--- src/rtl/updown_sweep_controller_if.sv ---
// Interface: updown_sweep_controller_if
// Purpose:
//   Groups the run-control inputs and the status outputs of the up/down
//   sweep controller into a single bundle.
// Signals:
//   start, abort          run requests (start sampled only when idle)
//   lo, hi                sweep bounds, W bits
//   dwell                 extra hold cycles at each bound, DW bits
//   n_sweeps              sweeps per run (0 = continuous), NW bits
//   Q                     current count
//   Up_Down               direction of the next move (1 = up)
//   busy, done, cfg_err   run status; done and cfg_err are single-cycle pulses
//   sweeps                completed sweeps in the current run
// Modports:
//   master  drives requests and configuration, observes status
//   slave   the controller itself
interface updown_sweep_controller_if #(
    parameter int W  = 4,
    parameter int DW = 4,
    parameter int NW = 4
);
    logic          start;
    logic          abort;
    logic [W-1:0]  lo;
    logic [W-1:0]  hi;
    logic [DW-1:0] dwell;
    logic [NW-1:0] n_sweeps;
    logic [W-1:0]  Q;
    logic          Up_Down;
    logic          busy;
    logic          done;
    logic [NW-1:0] sweeps;
    logic          cfg_err;

    modport master (
        output start, abort, lo, hi, dwell, n_sweeps,
        input  Q, Up_Down, busy, done, sweeps, cfg_err
    );

    modport slave (
        input  start, abort, lo, hi, dwell, n_sweeps,
        output Q, Up_Down, busy, done, sweeps, cfg_err
    );
endinterface

--- src/rtl/updown_sweep_controller.sv ---
// Module: updown_sweep_controller
// Purpose:
//   Sequencer that sweeps an unsigned count as a triangle lo -> hi -> lo,
//   holding for an optional number of dwell cycles at each bound. A run
//   covers a programmed number of sweeps, or runs forever when that number
//   is zero. All outputs are registered.
// Ports:
//   C     clock, rising edge
//   CLR   asynchronous active-high reset
//   bus   slave side of updown_sweep_controller_if (requests, configuration
//         and status; see the interface file for the individual signals)
module updown_sweep_controller #(
    parameter int W  = 4,
    parameter int DW = 4,
    parameter int NW = 4
) (
    input  logic                         C,
    input  logic                         CLR,
    updown_sweep_controller_if.slave     bus
);

    typedef enum logic [2:0] {
        IDLE,
        UP,
        DWELL_HI,
        DOWN,
        DWELL_LO
    } state_t;

    state_t        state, state_next;

    logic [W-1:0]  q, q_next;
    logic          up_down, up_down_next;
    logic          busy, busy_next;
    logic          done, done_next;
    logic          cfg_err, cfg_err_next;
    logic [NW-1:0] sweeps, sweeps_next;

    // Configuration captured at start so that input changes mid-run are ignored.
    logic [W-1:0]  lo_r, lo_next;
    logic [W-1:0]  hi_r, hi_next;
    logic [DW-1:0] dwell_r, dwell_next;
    logic [NW-1:0] n_r, n_next;

    // Remaining hold cycles while parked at a bound.
    logic [DW-1:0] dcnt, dcnt_next;

    logic [W-1:0]  q_inc;
    logic [W-1:0]  q_dec;
    logic [NW-1:0] sweeps_inc;

    assign q_inc      = q + W'(1);
    assign q_dec      = q - W'(1);
    assign sweeps_inc = sweeps + NW'(1);

    assign bus.Q       = q;
    assign bus.Up_Down = up_down;
    assign bus.busy    = busy;
    assign bus.done    = done;
    assign bus.sweeps  = sweeps;
    assign bus.cfg_err = cfg_err;

    // State, outputs and latched configuration all live in one register bank.
    always_ff @(posedge C or posedge CLR) begin
        if (CLR) begin
            state   <= IDLE;
            q       <= '0;
            up_down <= 1'b1;
            busy    <= 1'b0;
            done    <= 1'b0;
            cfg_err <= 1'b0;
            sweeps  <= '0;
            lo_r    <= '0;
            hi_r    <= '0;
            dwell_r <= '0;
            n_r     <= '0;
            dcnt    <= '0;
        end else begin
            state   <= state_next;
            q       <= q_next;
            up_down <= up_down_next;
            busy    <= busy_next;
            done    <= done_next;
            cfg_err <= cfg_err_next;
            sweeps  <= sweeps_next;
            lo_r    <= lo_next;
            hi_r    <= hi_next;
            dwell_r <= dwell_next;
            n_r     <= n_next;
            dcnt    <= dcnt_next;
        end
    end

    // Next-state logic. Everything holds by default; done and cfg_err are
    // pulses and therefore default low. The bound tests look at the value
    // the count is about to take, so the turn-around happens on the same
    // edge that lands on the bound and the count never steps past it.
    always_comb begin
        state_next   = state;
        q_next       = q;
        up_down_next = up_down;
        busy_next    = busy;
        done_next    = 1'b0;
        cfg_err_next = 1'b0;
        sweeps_next  = sweeps;
        lo_next      = lo_r;
        hi_next      = hi_r;
        dwell_next   = dwell_r;
        n_next       = n_r;
        dcnt_next    = dcnt;

        if (state != IDLE && bus.abort) begin
            state_next = IDLE;
            busy_next  = 1'b0;
        end else begin
            case (state)
                IDLE: begin
                    // abort in the same cycle suppresses the start request
                    if (bus.start && !bus.abort) begin
                        if (bus.lo < bus.hi) begin
                            lo_next      = bus.lo;
                            hi_next      = bus.hi;
                            dwell_next   = bus.dwell;
                            n_next       = bus.n_sweeps;
                            q_next       = bus.lo;
                            up_down_next = 1'b1;
                            sweeps_next  = '0;
                            busy_next    = 1'b1;
                            state_next   = UP;
                        end else begin
                            cfg_err_next = 1'b1;
                        end
                    end
                end

                UP: begin
                    q_next = q_inc;
                    if (q_inc == hi_r) begin
                        up_down_next = 1'b0;
                        if (dwell_r != '0) begin
                            dcnt_next  = dwell_r;
                            state_next = DWELL_HI;
                        end else begin
                            state_next = DOWN;
                        end
                    end
                end

                DWELL_HI: begin
                    if (dcnt <= DW'(1)) begin
                        state_next = DOWN;
                    end else begin
                        dcnt_next = dcnt - DW'(1);
                    end
                end

                DOWN: begin
                    q_next = q_dec;
                    if (q_dec == lo_r) begin
                        sweeps_next = sweeps_inc;
                        if (n_r != '0 && sweeps_inc == n_r) begin
                            busy_next  = 1'b0;
                            done_next  = 1'b1;
                            state_next = IDLE;
                        end else begin
                            up_down_next = 1'b1;
                            if (dwell_r != '0) begin
                                dcnt_next  = dwell_r;
                                state_next = DWELL_LO;
                            end else begin
                                state_next = UP;
                            end
                        end
                    end
                end

                DWELL_LO: begin
                    if (dcnt <= DW'(1)) begin
                        state_next = UP;
                    end else begin
                        dcnt_next = dcnt - DW'(1);
                    end
                end

                default: begin
                    state_next = IDLE;
                    busy_next  = 1'b0;
                end
            endcase
        end
    end

endmodule

--- src/flat_wrapper.sv ---
// flat-port wrapper written by rule: the top's interface ports become plain ports
module updown_sweep_controller_flat 
#(
    parameter int W  = 4,
    parameter int DW = 4,
    parameter int NW = 4
)
  (C, CLR, bus_start, bus_abort, bus_lo, bus_hi, bus_dwell, bus_n_sweeps, bus_Q, bus_Up_Down, bus_busy, bus_done, bus_sweeps, bus_cfg_err);
  updown_sweep_controller_if #(.W(W), .DW(DW), .NW(NW)) bus_i ();
  input  logic C;
  input  logic CLR;
  input wire logic [$bits(bus_i.start)-1:0] bus_start;
  input wire logic [$bits(bus_i.abort)-1:0] bus_abort;
  input wire logic [$bits(bus_i.lo)-1:0] bus_lo;
  input wire logic [$bits(bus_i.hi)-1:0] bus_hi;
  input wire logic [$bits(bus_i.dwell)-1:0] bus_dwell;
  input wire logic [$bits(bus_i.n_sweeps)-1:0] bus_n_sweeps;
  output wire logic [$bits(bus_i.Q)-1:0] bus_Q;
  output wire logic [$bits(bus_i.Up_Down)-1:0] bus_Up_Down;
  output wire logic [$bits(bus_i.busy)-1:0] bus_busy;
  output wire logic [$bits(bus_i.done)-1:0] bus_done;
  output wire logic [$bits(bus_i.sweeps)-1:0] bus_sweeps;
  output wire logic [$bits(bus_i.cfg_err)-1:0] bus_cfg_err;
  assign bus_i.start = bus_start;
  assign bus_i.abort = bus_abort;
  assign bus_i.lo = bus_lo;
  assign bus_i.hi = bus_hi;
  assign bus_i.dwell = bus_dwell;
  assign bus_i.n_sweeps = bus_n_sweeps;
  assign bus_Q = bus_i.Q;
  assign bus_Up_Down = bus_i.Up_Down;
  assign bus_busy = bus_i.busy;
  assign bus_done = bus_i.done;
  assign bus_sweeps = bus_i.sweeps;
  assign bus_cfg_err = bus_i.cfg_err;
  updown_sweep_controller #(.W(W), .DW(DW), .NW(NW)) u_core (.C(C), .CLR(CLR), .bus(bus_i));
endmodule
--- config.mk ---
export PLATFORM = sky130hd
export DESIGN_NAME = updown_sweep_controller_flat
export DESIGN_NICKNAME = d
export VERILOG_FILES = /design/src/rtl/updown_sweep_controller_if.sv /design/src/rtl/updown_sweep_controller.sv /design/src/flat_wrapper.sv
export SDC_FILE = /design/constraint.sdc
export NUM_CORES = 1
export LEC_CHECK = 0
export ABC_AREA = 1
export CAP_MARGIN = 20
export CORE_UTILIZATION = 49
export DETAILED_ROUTE_END_ITERATION = 8
export PLACE_DENSITY = 0.83
export SYNTH_ARGS = -nofsm -noshare
export SYNTH_HDL_FRONTEND = slang
export SYNTH_SLANG_ARGS = --single-unit
--- constraint.sdc ---
create_clock -name C -period 1.85 [get_ports C]
set_input_delay 0.4625 -clock C [delete_from_list [all_inputs] [get_ports C]]
set_output_delay 0.4625 -clock C [all_outputs]
set_load 0.005 [all_outputs]
# [After elaboration in Yosys (flattened, before gate mapping)]
# Index checks and enable logic that the tools add are counted.
[classes] addsub=4 n_lt_le_gt_ge=2 eq_ne=21 n_mux=42 n_bitwise=1 reduce_logical=20
[op_table] op="4-bit two-way mux" count=10
[op_table] op="3-bit two-way mux" count=9
[op_table] op="4-bit case mux with 3 select lines" count=2
[op_table] op="3-bit by 1-bit inequality test with 1-bit output, second input constant" count=7
[op_table] op="1-bit two-way mux" count=17
[op_table] op="3-bit case mux with 5 select lines" count=1
[op_table] op="4-bit == test" count=3
[op_table] op="6-bit AND reduction" count=2
[op_table] op="2-bit by 1-bit inequality test with 1-bit output, second input constant" count=5
[op_table] op="5-bit AND reduction" count=2
[op_table] op="3-bit nonzero test" count=3
[op_table] op="4-bit by 1-bit adder with 4-bit output, second input constant" count=2
[op_table] op="4-bit case mux with 2 select lines" count=1
[op_table] op="4-bit AND reduction" count=2
[op_table] op="4-bit nonzero test" count=2
[op_table] op="4-bit by 1-bit subtractor with 4-bit output, second input constant" count=2
[op_table] op="7-bit AND reduction" count=1
[op_table] op="3-bit by 2-bit == test with 1-bit output, second input constant" count=2
[op_table] op="1-bit case mux with 3 select lines" count=2
[op_table] op="4-bit by 1-bit less-or-equal comparator with 1-bit output, second input constant" count=1
[op_table] op="4-bit < comparator" count=1
[op_table] op="2-bit inequality test, second input constant" count=2
[op_table] op="3-bit by 1-bit == test with 1-bit output, second input constant" count=1
[op_table] op="3-bit == test, second input constant" count=1
[op_table] op="other kinds (7)" count=9
[totals] register_bits=35 in_bits=20 output_inout_bits=12 elab_cells=102

# [Longest topological paths before layout]
[depth] word_depth=7 depth_mapped=15

# [Worst setup path before layout]
# Ideal clock, no wire load.
[synth_path] path_kind="register to register" startpoint="register u_core.q[0] (netlist: u_core.bus.Q[0])" endpoint="register u_core.state[1]" setup_ps=117 arrival_ps=1770 t_required_ps=1733 path_slack_ps=-36 path_stages_with_launch=13 n_path_buf=0 synth_period_minus_slack_ps=1886 path_cell_list="dfrtp_1 -> inv_1 -> ha_1 -> inv_1 -> or2_2 -> nand3_1 -> nor2_1 -> nand2_1 -> nand2_1 -> nand2_1 -> nand2_1 -> nand3b_1 -> nand2_1"
[synth_via] elab_chain_len=4 elab_cells_between_ends=7 classes_between="add/sub: 2; eq/ne: 4; reduce/logical: 1"
[synth_lines] element="start: declaration" line_no="updown_sweep_controller.sv:32" text="logic [W-1:0] q, q_next;"
[synth_lines] element="start signal: assignment" line_no="updown_sweep_controller.sv:80" text="q <= q_next;"
[synth_lines] element="4-bit by 1-bit adder with 4-bit output or 4-bit by 1-bit subtractor with 4-bit output (tied branches)" line_no="updown_sweep_controller.sv:52, updown_sweep_controller.sv:53"
[synth_lines] element="4-bit == test (on tied branches)" line_no="updown_sweep_controller.sv:138, updown_sweep_controller.sv:159"
[synth_lines] element="3-bit by 1-bit inequality test with 1-bit output (no line)"
[synth_lines] element="6-bit AND reduction (no line) *"
[synth_lines] element="end signal: assignment" line_no="updown_sweep_controller.sv:79" text="state <= state_next;"
[synth_lines] element="end: declaration" line_no="updown_sweep_controller.sv:30" text="state_t state, state_next;"
# Mark *: on every way between the ends. The rest lies on a longest branch, timed or not.
# A chain may end at the register's enable or synchronous reset.

# [Final worst setup path]
[layout_path] startpoint="register u_core.q[1] (netlist: u_core.bus.Q[1])" endpoint="register u_core.up_down (netlist: u_core.bus.Up_Down)"
[layout_via] elab_chain_len=4 elab_cells_between_ends=7 classes_between="add/sub: 2; eq/ne: 4; reduce/logical: 1"
[layout_lines] element="4-bit by 1-bit subtractor with 4-bit output or 4-bit by 1-bit adder with 4-bit output (tied branches)" line_no="updown_sweep_controller.sv:53, updown_sweep_controller.sv:52"
[layout_lines] element="4-bit == test (on tied branches)" line_no="updown_sweep_controller.sv:159, updown_sweep_controller.sv:138"
[layout_lines] element="2-bit by 1-bit inequality test with 1-bit output (no line)"
[layout_lines] element="7-bit AND reduction (no line) *"
[layout_lines] element="end signal: assignment" line_no="updown_sweep_controller.sv:81" text="up_down <= up_down_next;"
[layout_lines] element="end: declaration" line_no="updown_sweep_controller.sv:33" text="logic up_down, up_down_next;"
# Marked as above.

==> flow_summary.toml <==
[run_status]
status = "finished with violations"
violations = "negative setup slack"

[synthesis]
yosysTopAreaCell = "dfrtp_1"
postSynthAreaPerCell_um2 = 7.01
yosysWarnings = 0
synth_top_area_share_pct = 37.8
synthMuxAreaShare_pct = 1.00
seq_area_frac_synth_pct = 39.0
synthSimpleGateAreaFrac_pct = 35.3
synth_adder_area_share_pct = 4.45
synthCells = 321
ys_types = 28
ys_ff_latch = 35
synth_top_family_by_area = "simple AND/OR/NAND/NOR gates"
synth.area.top_cells = "dfrtp_1, nand2_1, inv_1"
syn_nets = 349
syn_area_um2 = 2250
synth-xor-area-share_pct = 1.56
synth_compound_area_share_pct = 9.79

[clock_network]
root_buffer = "clkbuf_8"
cts_sinks = 35
htreeDepth = 2
cts_buffers = 5
cts_tree = "yes"
clockBufferDepth = 2
hold_buffers = 0
clk_latency_ns = 0.30
clk_pin_slew_ns = 0.07

[power]
cellPowerDensity_nw_per_um2 = 1620
ir_worst_vdd_v = 0.000957
cellLeakagePower_uw = 0.00162

[setup_path]
path_buf_inv = 2
crit_path_frequent_cell = "nand2_1"
rr_worst_depth = 13
cp_top_family = "simple AND/OR/NAND/NOR gates"
r2r-start = "u_core.bus.Q[1]"
critPathSlowestCell = "dfrtp_1"
end_kind = "flip-flop"
critical-path-max-stage-delay_ns = 0.39
rr_endpoint = "u_core.bus.Up_Down"
worst_ep_required_time_ns = 2.09
rrSetupSlack_ns = -0.01
critPathMaxFanout = 6
cp_cell_sequence = "buf_4 > ha_4 > inv_2 > nand2_4 > nand3_2 > nand2_1 > nor2_1 > nand2_1 > nand2_2 > nand2_2 > nor2_4 > nand3_1 > nand2_1"
critPathKind = "flip-flop to flip-flop"
start_kind = "flip-flop"
arrival_ns = 2.10

[timing]
holdWs_ns = 0.484
period_minus_slack_ns = 1.86
finalCritPeriodShare_pct = 101
rsz0062_at_grt = "yes"
worst_pin_slew_ns = 0.310
hold_violations = 0
finalClockSkew_ns = 0.0111
maxSlewViolCount = 0
max-slew-margin-rel_pct = 79.3
clock.fmax_mhz = 537
fin_ws_ns = -0.0135
setup_viol = 3

[floorplan]
initial_core_util_pct = 51.3
core_um2 = 4380
ios = 32
fp.dieH_um = 69.8
std_cell_rows = 24
die_x_um = 69.8
die_area_um2 = 4870

[global_routing]
antenna_found_initial = 0
grt_max_degree = 36
grt_pass1_wl_mm = 9.67
grt_pass1_vias = 2199
grt_overflow = 0
track_usage_pct = 25.3

[drt]
drt_iter0_drc = 304
num_vias = 2401
firstDrtPassIters = 5
post_drt_via_cell_ratio = 5.43
wl_per_cell_um = 14.9
ant_nets = 0
drc = 0
wl_mm = 6.57

[final_layout]
final_cell_mix = "nand2_1, inv_1, dfrtp_1"
fill_cells = 328
final_common_cell = "nand2_1"
area_growth_pct = 42.1
diodes = 0
nNetsFinal = 417
final_layout_size_suffix_gt1_share_pct = 27.7

[place]
post-place-ws_ns = -0.429
dp_hpwl_mm = 4.04
port_buffers = 31
gp_congestion = 0.904

[min_path]
hp-class = "flip-flop to flip-flop"
hp-start = "u_core.bus.busy"
worstHoldEndpoint = "u_core.bus.busy"
worstHoldPathCells = 2

[flow_run]
cap_violations = 0
-- worst max path at each step --
stage	from	end	slack, ns	depth (start not counted)
5_1_grt	u_core.bus.Q[1]	u_core.dcnt[2]	-0.1	12
6_report	u_core.bus.Q[1]	u_core.bus.Up_Down	-0.01	13
3_5_place_dp	bus_hi[1]	u_core.n_r[1]	-0.43	12
3_3_place_gp	bus_hi[1]	u_core.state[1]	-0.38	15
2_1_floorplan	u_core.bus.Q[0]	u_core.state[1]	0.03	12
4_1_cts	u_core.bus.Q[0]	u_core.dcnt[2]	0.003	13
-- final cells by class --
cell class | instances | area (um^2) | share of cell area [%]
Multi-Input combinational cell | 235 | 1390 | 43.3
Timing Repair Buffer | 64 | 596 | 18.6
Sequential cell | 35 | 881 | 27.6
Tap cell | 52 | 65.1 | 2.04
Clock inverter | 2 | 12.5 | 0.391
Inverter | 48 | 185 | 5.79
Clock buffer | 6 | 72.6 | 2.27
-- cell families (layout without fill, tap and decap cells) --
group	count (synthesis)	in the layout
buf+inv	52	120
flops	35	35
simple gates	181	182
xor+xnor	4	4
compound gates	39	39
fa+ha+maj	8	8
mux	2	2
-- layer usage --
| metal | wire, um | GRT usage (%) | part of all wire, % | vias to the layer above |
|---|---|---|---|---|
| met3 | 344 | 5.38 | 5.2 | 20 |
| met2 | 3410 | 45.4 | 52 | 102 |
| met5 | 0 | 0 | 0 | - |
| met1 | 2610 | 30.4 | 40 | 1124 |
| met4 | 202 | 7.56 | 3.1 | 0 |
| li1 | - | - | - | 1155 |
-- metrics by stage --
step	power, uW	instances	cell area (um^2)	setup TNS [ns]	utilization, %
3_3_place_gp	3800	427	2820	-9.61	64.4
2_1_floorplan	3010	321	2250	0	-
4_1_cts	4620	437	2980	0	68.0
3_5_place_dp	3900	427	2820	-10.94	64.4
5_1_grt	5560	442	3200	-0.585	72.9
6_report	5170	442	3200	-0.0305	72.9
-- power by group --
group / switching (uW) / total (uW) / internal [uW]
combinational: 1870 / 3240 / 1370
clock: 297 / 560 / 263
sequential: 274 / 1370 / 1090
-- cells in the mapped netlist (all sizes together) --
master / number
mux2: 2
xor2: 3
or2: 1
nand2: 109
nor3: 2
buf: 2
nor2: 33
a21oi: 15
o22ai: 2
dfstp: 1
inv: 48
nand3b: 2
xnor2: 1
ha: 8
nand4: 7
nand3: 27
o21ai: 22
clkbuf: 2
dfrtp: 34
-- state kept, by name, indices dropped and copies added, names as in the netlist --
signal              cells
u_core.bus.Up_Down      1
u_core.bus.cfg_err      1
u_core.bus.done         1
u_core.bus.busy         1
u_core.lo_r             4
u_core.bus.Q            4
u_core.hi_r             4
u_core.n_r              4
u_core.dwell_r          4
u_core.bus.sweeps       4
u_core.state            3
u_core.dcnt             4
-- worst min-delay path, delay by kind of cell, from the launching register on --
family	cells	cell delay, ns
AND/OR/NAND/NOR	2	0.11
flip-flops	1	0.35
-- timing repair --
action | CTS | global route
setup endpoints to repair | 31 | 34
gates cloned | 1 | 0
setup buffers | 1 | 5
pin swaps | 10 | 26
resized for setup | 16 | 54
Power figures use the tool's default switching activity.
